`src/rtl/simd_addsub_pipe.sv`:
```
// Pipelined SEW-partitioned SIMD add/sub with per-element carry/borrow/overflow flags.
// Define SIMD_ADDSUB_SAT_EN to build the saturating clamp in the final stage.
module simd_addsub_pipe #(
  parameter int MIN_WIDTH = 8,
  parameter int MAX_WIDTH = 64,
  parameter int SEW_WIDTH = $clog2(MAX_WIDTH / MIN_WIDTH) + 1,
  parameter int STAGES    = 2
) (
  input  logic                              clk,
  input  logic                              rst_n,
  input  logic                              in_valid,
  output logic                              in_ready,
  input  logic [SEW_WIDTH-1:0]              sew,
  input  logic                              op,
  input  logic                              sgn,
  input  logic                              sat,
  input  logic [MAX_WIDTH-1:0]              opA,
  input  logic [MAX_WIDTH-1:0]              opB,
  output logic                              out_valid,
  input  logic                              out_ready,
  output logic [MAX_WIDTH-1:0]              result,
  output logic [MAX_WIDTH/MIN_WIDTH-1:0]    ovf
);
  localparam int ADDERS = MAX_WIDTH / MIN_WIDTH;
  localparam int C      = ADDERS / STAGES;

  logic                 v_q  [STAGES];
  logic [MAX_WIDTH-1:0] a_q  [STAGES];
  logic [MAX_WIDTH-1:0] b_q  [STAGES];
  logic [MAX_WIDTH-1:0] r_q  [STAGES];
  logic [ADDERS-1:0]    f_q  [STAGES];
  logic                 cy_q [STAGES];
  logic [SEW_WIDTH-1:0] sw_q [STAGES];
  logic                 op_q [STAGES];
  logic                 sg_q [STAGES];

  logic                 v_d  [STAGES];
  logic [MAX_WIDTH-1:0] a_d  [STAGES];
  logic [MAX_WIDTH-1:0] b_d  [STAGES];
  logic [MAX_WIDTH-1:0] r_d  [STAGES];
  logic [ADDERS-1:0]    f_d  [STAGES];
  logic                 cy_d [STAGES];
  logic [SEW_WIDTH-1:0] sw_d [STAGES];
  logic                 op_d [STAGES];
  logic                 sg_d [STAGES];

  logic [MAX_WIDTH-1:0] a_s, b_s, r_s;
  logic [ADDERS-1:0]    f_s;
  logic [SEW_WIDTH-1:0] sw_s;
  logic                 op_s, sg_s, c;
  logic [MIN_WIDTH-1:0] ach, bch, lo;
  logic [1:0]           hi;
  int                   prev;
  logic                 advance;

`ifdef SIMD_ADDSUB_SAT_EN
  logic st_q [STAGES];
  logic st_d [STAGES];
  logic st_s, cl, neg, top;
`else
  logic sat_unused;
  assign sat_unused = sat;
`endif

  // Chunk j starts an element when any selected width has a boundary there.
  function automatic logic is_base(input logic [SEW_WIDTH-1:0] sw, input int j);
    logic b;
    b = (j == 0);
    for (int k = 0; k < SEW_WIDTH; k++)
      if (sw[k] && (j % (ADDERS >> k)) == 0) b = 1'b1;
    return b;
  endfunction

  function automatic logic is_top(input logic [SEW_WIDTH-1:0] sw, input int j);
    return (j == ADDERS - 1) || is_base(sw, j + 1);
  endfunction

  assign advance   = !out_valid || out_ready;
  assign in_ready  = advance;
  assign out_valid = v_q[STAGES-1];
  assign result    = r_q[STAGES-1];
  assign ovf       = f_q[STAGES-1];

  always_comb begin
    v_d  = '{default: '0};
    a_d  = '{default: '0};
    b_d  = '{default: '0};
    r_d  = '{default: '0};
    f_d  = '{default: '0};
    cy_d = '{default: '0};
    sw_d = '{default: '0};
    op_d = '{default: '0};
    sg_d = '{default: '0};
    a_s = '0; b_s = '0; r_s = '0; f_s = '0; sw_s = '0;
    op_s = 1'b0; sg_s = 1'b0; c = 1'b0;
    ach = '0; bch = '0; lo = '0; hi = '0; prev = 0;
`ifdef SIMD_ADDSUB_SAT_EN
    st_d = '{default: '0};
    st_s = 1'b0; cl = 1'b0; neg = 1'b0; top = 1'b0;
`endif
    for (int s = 0; s < STAGES; s++) begin
      prev = (s > 0) ? s - 1 : 0;
      a_s  = (s > 0) ? a_q[prev]  : opA;
      b_s  = (s > 0) ? b_q[prev]  : opB;
      r_s  = (s > 0) ? r_q[prev]  : '0;
      f_s  = (s > 0) ? f_q[prev]  : '0;
      sw_s = (s > 0) ? sw_q[prev] : sew;
      op_s = (s > 0) ? op_q[prev] : op;
      sg_s = (s > 0) ? sg_q[prev] : sgn;
      c    = (s > 0) ? cy_q[prev] : 1'b0;
`ifdef SIMD_ADDSUB_SAT_EN
      st_s = (s > 0) ? st_q[prev] : sat;
`endif
      // MSB is added separately so the carry into it is visible for signed overflow.
      for (int j = s * C; j < (s + 1) * C; j++) begin
        ach = a_s[j*MIN_WIDTH +: MIN_WIDTH];
        bch = b_s[j*MIN_WIDTH +: MIN_WIDTH] ^ {MIN_WIDTH{op_s}};
        if (is_base(sw_s, j)) c = op_s;
        lo = {1'b0, ach[MIN_WIDTH-2:0]} + {1'b0, bch[MIN_WIDTH-2:0]} + MIN_WIDTH'(c);
        hi = {1'b0, ach[MIN_WIDTH-1]} + {1'b0, bch[MIN_WIDTH-1]} + {1'b0, lo[MIN_WIDTH-1]};
        r_s[j*MIN_WIDTH +: MIN_WIDTH] = {hi[0], lo[MIN_WIDTH-2:0]};
        f_s[j] = is_top(sw_s, j) & (sg_s ? (lo[MIN_WIDTH-1] ^ hi[1]) : (op_s ^ hi[1]));
        c = hi[1];
      end
`ifdef SIMD_ADDSUB_SAT_EN
      // Walk downward so every chunk inherits the flag and opA sign of its element top.
      if (s == STAGES - 1 && st_s) begin
        for (int j = ADDERS - 1; j >= 0; j--) begin
          top = is_top(sw_s, j);
          if (top) begin
            cl  = f_s[j];
            neg = a_s[j*MIN_WIDTH + MIN_WIDTH - 1];
          end
          if (cl)
            r_s[j*MIN_WIDTH +: MIN_WIDTH] = !sg_s ? {MIN_WIDTH{~op_s}} :
                top ? {neg, {(MIN_WIDTH-1){~neg}}} : {MIN_WIDTH{~neg}};
        end
      end
      st_d[s] = st_s;
`endif
      v_d[s]  = (s > 0) ? v_q[prev] : in_valid;
      a_d[s]  = a_s;
      b_d[s]  = b_s;
      r_d[s]  = r_s;
      f_d[s]  = f_s;
      cy_d[s] = c;
      sw_d[s] = sw_s;
      op_d[s] = op_s;
      sg_d[s] = sg_s;
    end
  end

  always_ff @(posedge clk or negedge rst_n) begin
    if (!rst_n) begin
      v_q  <= '{default: '0};
      a_q  <= '{default: '0};
      b_q  <= '{default: '0};
      r_q  <= '{default: '0};
      f_q  <= '{default: '0};
      cy_q <= '{default: '0};
      sw_q <= '{default: '0};
      op_q <= '{default: '0};
      sg_q <= '{default: '0};
`ifdef SIMD_ADDSUB_SAT_EN
      st_q <= '{default: '0};
`endif
    end else if (advance) begin
      v_q  <= v_d;
      a_q  <= a_d;
      b_q  <= b_d;
      r_q  <= r_d;
      f_q  <= f_d;
      cy_q <= cy_d;
      sw_q <= sw_d;
      op_q <= op_d;
      sg_q <= sg_d;
`ifdef SIMD_ADDSUB_SAT_EN
      st_q <= st_d;
`endif
    end
  end

endmodule

```
`config.mk`:
```
export PLATFORM = sky130hd
export DESIGN_NAME = simd_addsub_pipe
export DESIGN_NICKNAME = d
export VERILOG_FILES = /design/src/rtl/simd_addsub_pipe.sv
export SDC_FILE = /design/constraint.sdc
export NUM_CORES = 1
export LEC_CHECK = 0
export CAP_MARGIN = 10
export CORE_UTILIZATION = 25
export CTS_BUF_LIST = sky130_fd_sc_hd__clkbuf_4
export CTS_CLUSTER_SIZE = 40
export DETAILED_ROUTE_END_ITERATION = 10
export MAX_ROUTING_LAYER = met4
export SYNTH_ARGS = -nofsm -noshare
export SYNTH_HDL_FRONTEND = slang
export SYNTH_SLANG_ARGS = --single-unit
```
`constraint.sdc`:
```
create_clock -name clk -period 8.3 [get_ports clk]
set_input_delay 1.245 -clock clk [delete_from_list [all_inputs] [get_ports clk]]
set_output_delay 1.245 -clock clk [all_outputs]
set_load 0.05 [all_outputs]
```
==> run summary <==
Status: finished clean
CTS tree: built
Crit path top cell by count: fa_1
Register area share after synthesis: 44.9%
Final WS setup: 0.467 ns
Clk_lat worst skew: 0.62 ns
Synth Flop Type: dfrtp_1
Cells on Worst Hold Path: 2
Slew margin rel.: 40.2%
Dpl cell area: 0.0127 mm^2
Slew @ Worst Pin: 0.897 ns
Crit path time final: 7.83 ns
Mapped cell area: 0.0100 mm^2
Pin count of the biggest net entering global routing: 180
Commonest cells post-synth: 356 x nand2_1, 180 x dfrtp_1, 60 x nor2_1, 60 x xor2_1, 51 x a21oi_1
Routability cong.: 0.801
Layout cells sized above 1: 5.22%
CTS buffer count: 17
Clk sinks: 180
Hold_buf cts: 0
Htree depth: 4
Nets: 1518
I/O Buffers: 210
Initial antenna violation count: 3
Die H: 202 um
FP Rows: 73
Worst Clk Skew: 0.0236 ns
Top cell type's share of synthesized area: 44.9%
Mapped Nets: 1323
R2R Path End: ovf[7]
Deepest clock path buffer count: 2
Min-Delay Path Class: flip-flop to flip-flop
Worst setup path start: opB[3]
VDD IR max: 0.144 mV
Final Slew Violations: 0
Full die area: 0.0409 mm^2
Fin util: 32.9%
Critical setup path kind: primary input to flip-flop
Pre-antenna DRT Iters: 4
Starting DRT DRC Count: 330
Max-capacitance violation count: 0
WHS: 0.483 ns
Worst setup SP type: primary input
Number of synthesized flops with an enable pin: 0
Post-CTS setup buffer count: 0
Syn Area/Cell: 9.01 um^2
Arrival @ worst endpoint: 8.35 ns
Total track usage: 13.9%
Filler Cell Count: 4187
# setup viols final: 0
Gr ovfl total: 0
Total Wirelength: 27200 um
Leakage: 5.90 nW
Period utilisation layout: 94.4%
Critical Path Fanout Max: 5
Critical path's largest stage delay: 0.50 ns
Crit-path slowest cell: fa_1
Fmax: 128 MHz
Top Ports: 213
Most common cell in the netlist: nand2_1
Worst setup EP type: flip-flop
First-pass GRT wire length: 43600 um
Asr flop ratio synth: 100%
RSZ-0062 raised after global routing: false
Vias: 8212
CORE AREA: 0.0396 mm^2
Root Buffer: clkbuf_4
R2R depth: 31
Number of global-route vias before repair: 8313
Cell area power density: 278 mW/mm^2
Worst reg2reg path startpoint: sw_s[2]
Synth area leaders: dfrtp_1 45%, nand2_1 13%, ha_1 6.0%
Die width: 202 um
R2R Setup Slk: 0.61 ns
Req. time, crit path: 8.81 ns
Synth unique cells: 49
Worst-path clk slew: 0.16 ns
Finished Layout Cells: 1849
WL per Instance: 14.7 um
DRC viols: 0
Worst slack at placement: -0.202 ns
ANT nets after route: 0
Via density: 4.44
Post-Syn Instances: 1113
Yosys warns: 0
Hold path start: result[28]
Syn-to-layout area delta: 30.0%
End point of the worst hold path: result[28]
Synth Register Bits: 180
Design area: 0.0130 mm^2
Initial Util: 25.3%
Hold Violations, Final: 0
Placed insts: 1814
DPL Wire Length: 19300 um
Yosys top cell by area: dfrtp_1
==> layout by cell type, fill, tap and decap left out, types with 6 or more instances in the layout <==
cell type	Yosys	routed
nor3b_1	10	10
buf_4	2	17
o31ai_1	13	13
dfrtp_1	180	179
a21oi_1	51	50
inv_1	31	31
xor2_1	60	60
a21o_1	8	8
o21a_1	26	26
nor2b_1	11	9
nor3_1	16	15
nor2_1	60	60
inv_6	0	6
ha_1	48	48
a211oi_1	14	14
nand2b_1	6	6
nand2_1	356	356
o21ai_0	39	38
o21ai_1	19	19
clkbuf_4	0	17
o311ai_0	6	6
fa_1	23	21
xnor2_1	20	20
nand4b_1	10	10
clkdlybuf4s50_1	0	208
o31a_1	9	9
==> per-stage QoR <==
stage,TNS (ns),power (W)
2_1_floorplan,0,0.00247
3_3_place_gp,-0.0360,0.00307
3_5_place_dp,-0.202,0.00309
4_1_cts,0,0.00369
5_1_grt,0,0.00388
6_report,0,0.00362
==> state kept, by name, indices dropped and copies added, names as in the netlist, 3 cells and up <==
| register | count |
|---|---|
| result | 64 |
| a_s | 32 |
| b_s | 32 |
| r_d | 32 |
| ovf | 8 |
| f_d | 4 |
| sw_s | 3 |
==> what timing repair did <==
item,4_1_cts,5_1_grt
endpoints found under the setup margin,1,1
cloned,0,0
pin swaps,0,1
gates resized for setup,1,6
==> layout make-up <==
cell class,instances,area [um^2],area share [%]
repair buffers,228,2250,17.2
diodes,3,7.51,0.0576
clock inverters,15,176,1.35
flip-flops and latches,180,4510,34.5
inverters,33,129,0.988
clock buffers,17,128,0.979
well taps,525,657,5.04
multi-input cells,848,5190,39.8
==> layer usage <==
| metal | wire, um | global-route usage [%] | share of wire (%) |
|---|---|---|---|
| met5 | 0 | - | 0 |
| met4 | 357 | 3.87 | 1.3 |
| met3 | 1420 | 3.37 | 5.2 |
| met2 | 13400 | 23.2 | 49 |
| met1 | 12000 | 16.6 | 44 |
==> how the worst max path moves through the flow <==
stage | endpoint | slack [ns] | cells after the start
after floorplan | f_d[3] | 0.42 | 32
after global placement | f_d[3] | -0.04 | 32
after detailed placement | f_d[3] | -0.20 | 32
after CTS | ovf[7] | 0.07 | 31
after global routing | ovf[7] | 0.02 | 31
final | f_d[3] | 0.47 | 32
==> where the power goes <==
group	switching, W	internal [W]
Sequential	0.000145	0.00112
Combinational	0.00112	0.000673
Clock	0.000354	0.000213
Total	0.00162	0.00200
==> kinds of logic (layout without fill, tap and decap cells) <==
family | Yosys count | after routing | share of synthesized area [%]
AOI/OAI and AO/OA | 202 | 202 | 12.8
and+or+nand+nor | 489 | 489 | 20.5
buffers and inverters | 85 | 293 | 3.64
muxes | 6 | 6 | 0.648
adders and majority gates | 71 | 71 | 10.6
other | 0 | 3 | 0
xor gates and xnor gates | 80 | 80 | 6.98
DFF | 180 | 180 | 44.9
==> critical path: cells and delay by family <==
family	cells	cell delay, ns
buffers and inverters	2	0.55
and+or+nand+nor	5	0.67
xor gates and xnor gates	1	0.15
adders and majority gates	8	3.01
muxes	2	0.43
AOI/OAI and AO/OA	14	2.28
Power figures use the tool's default switching activity.
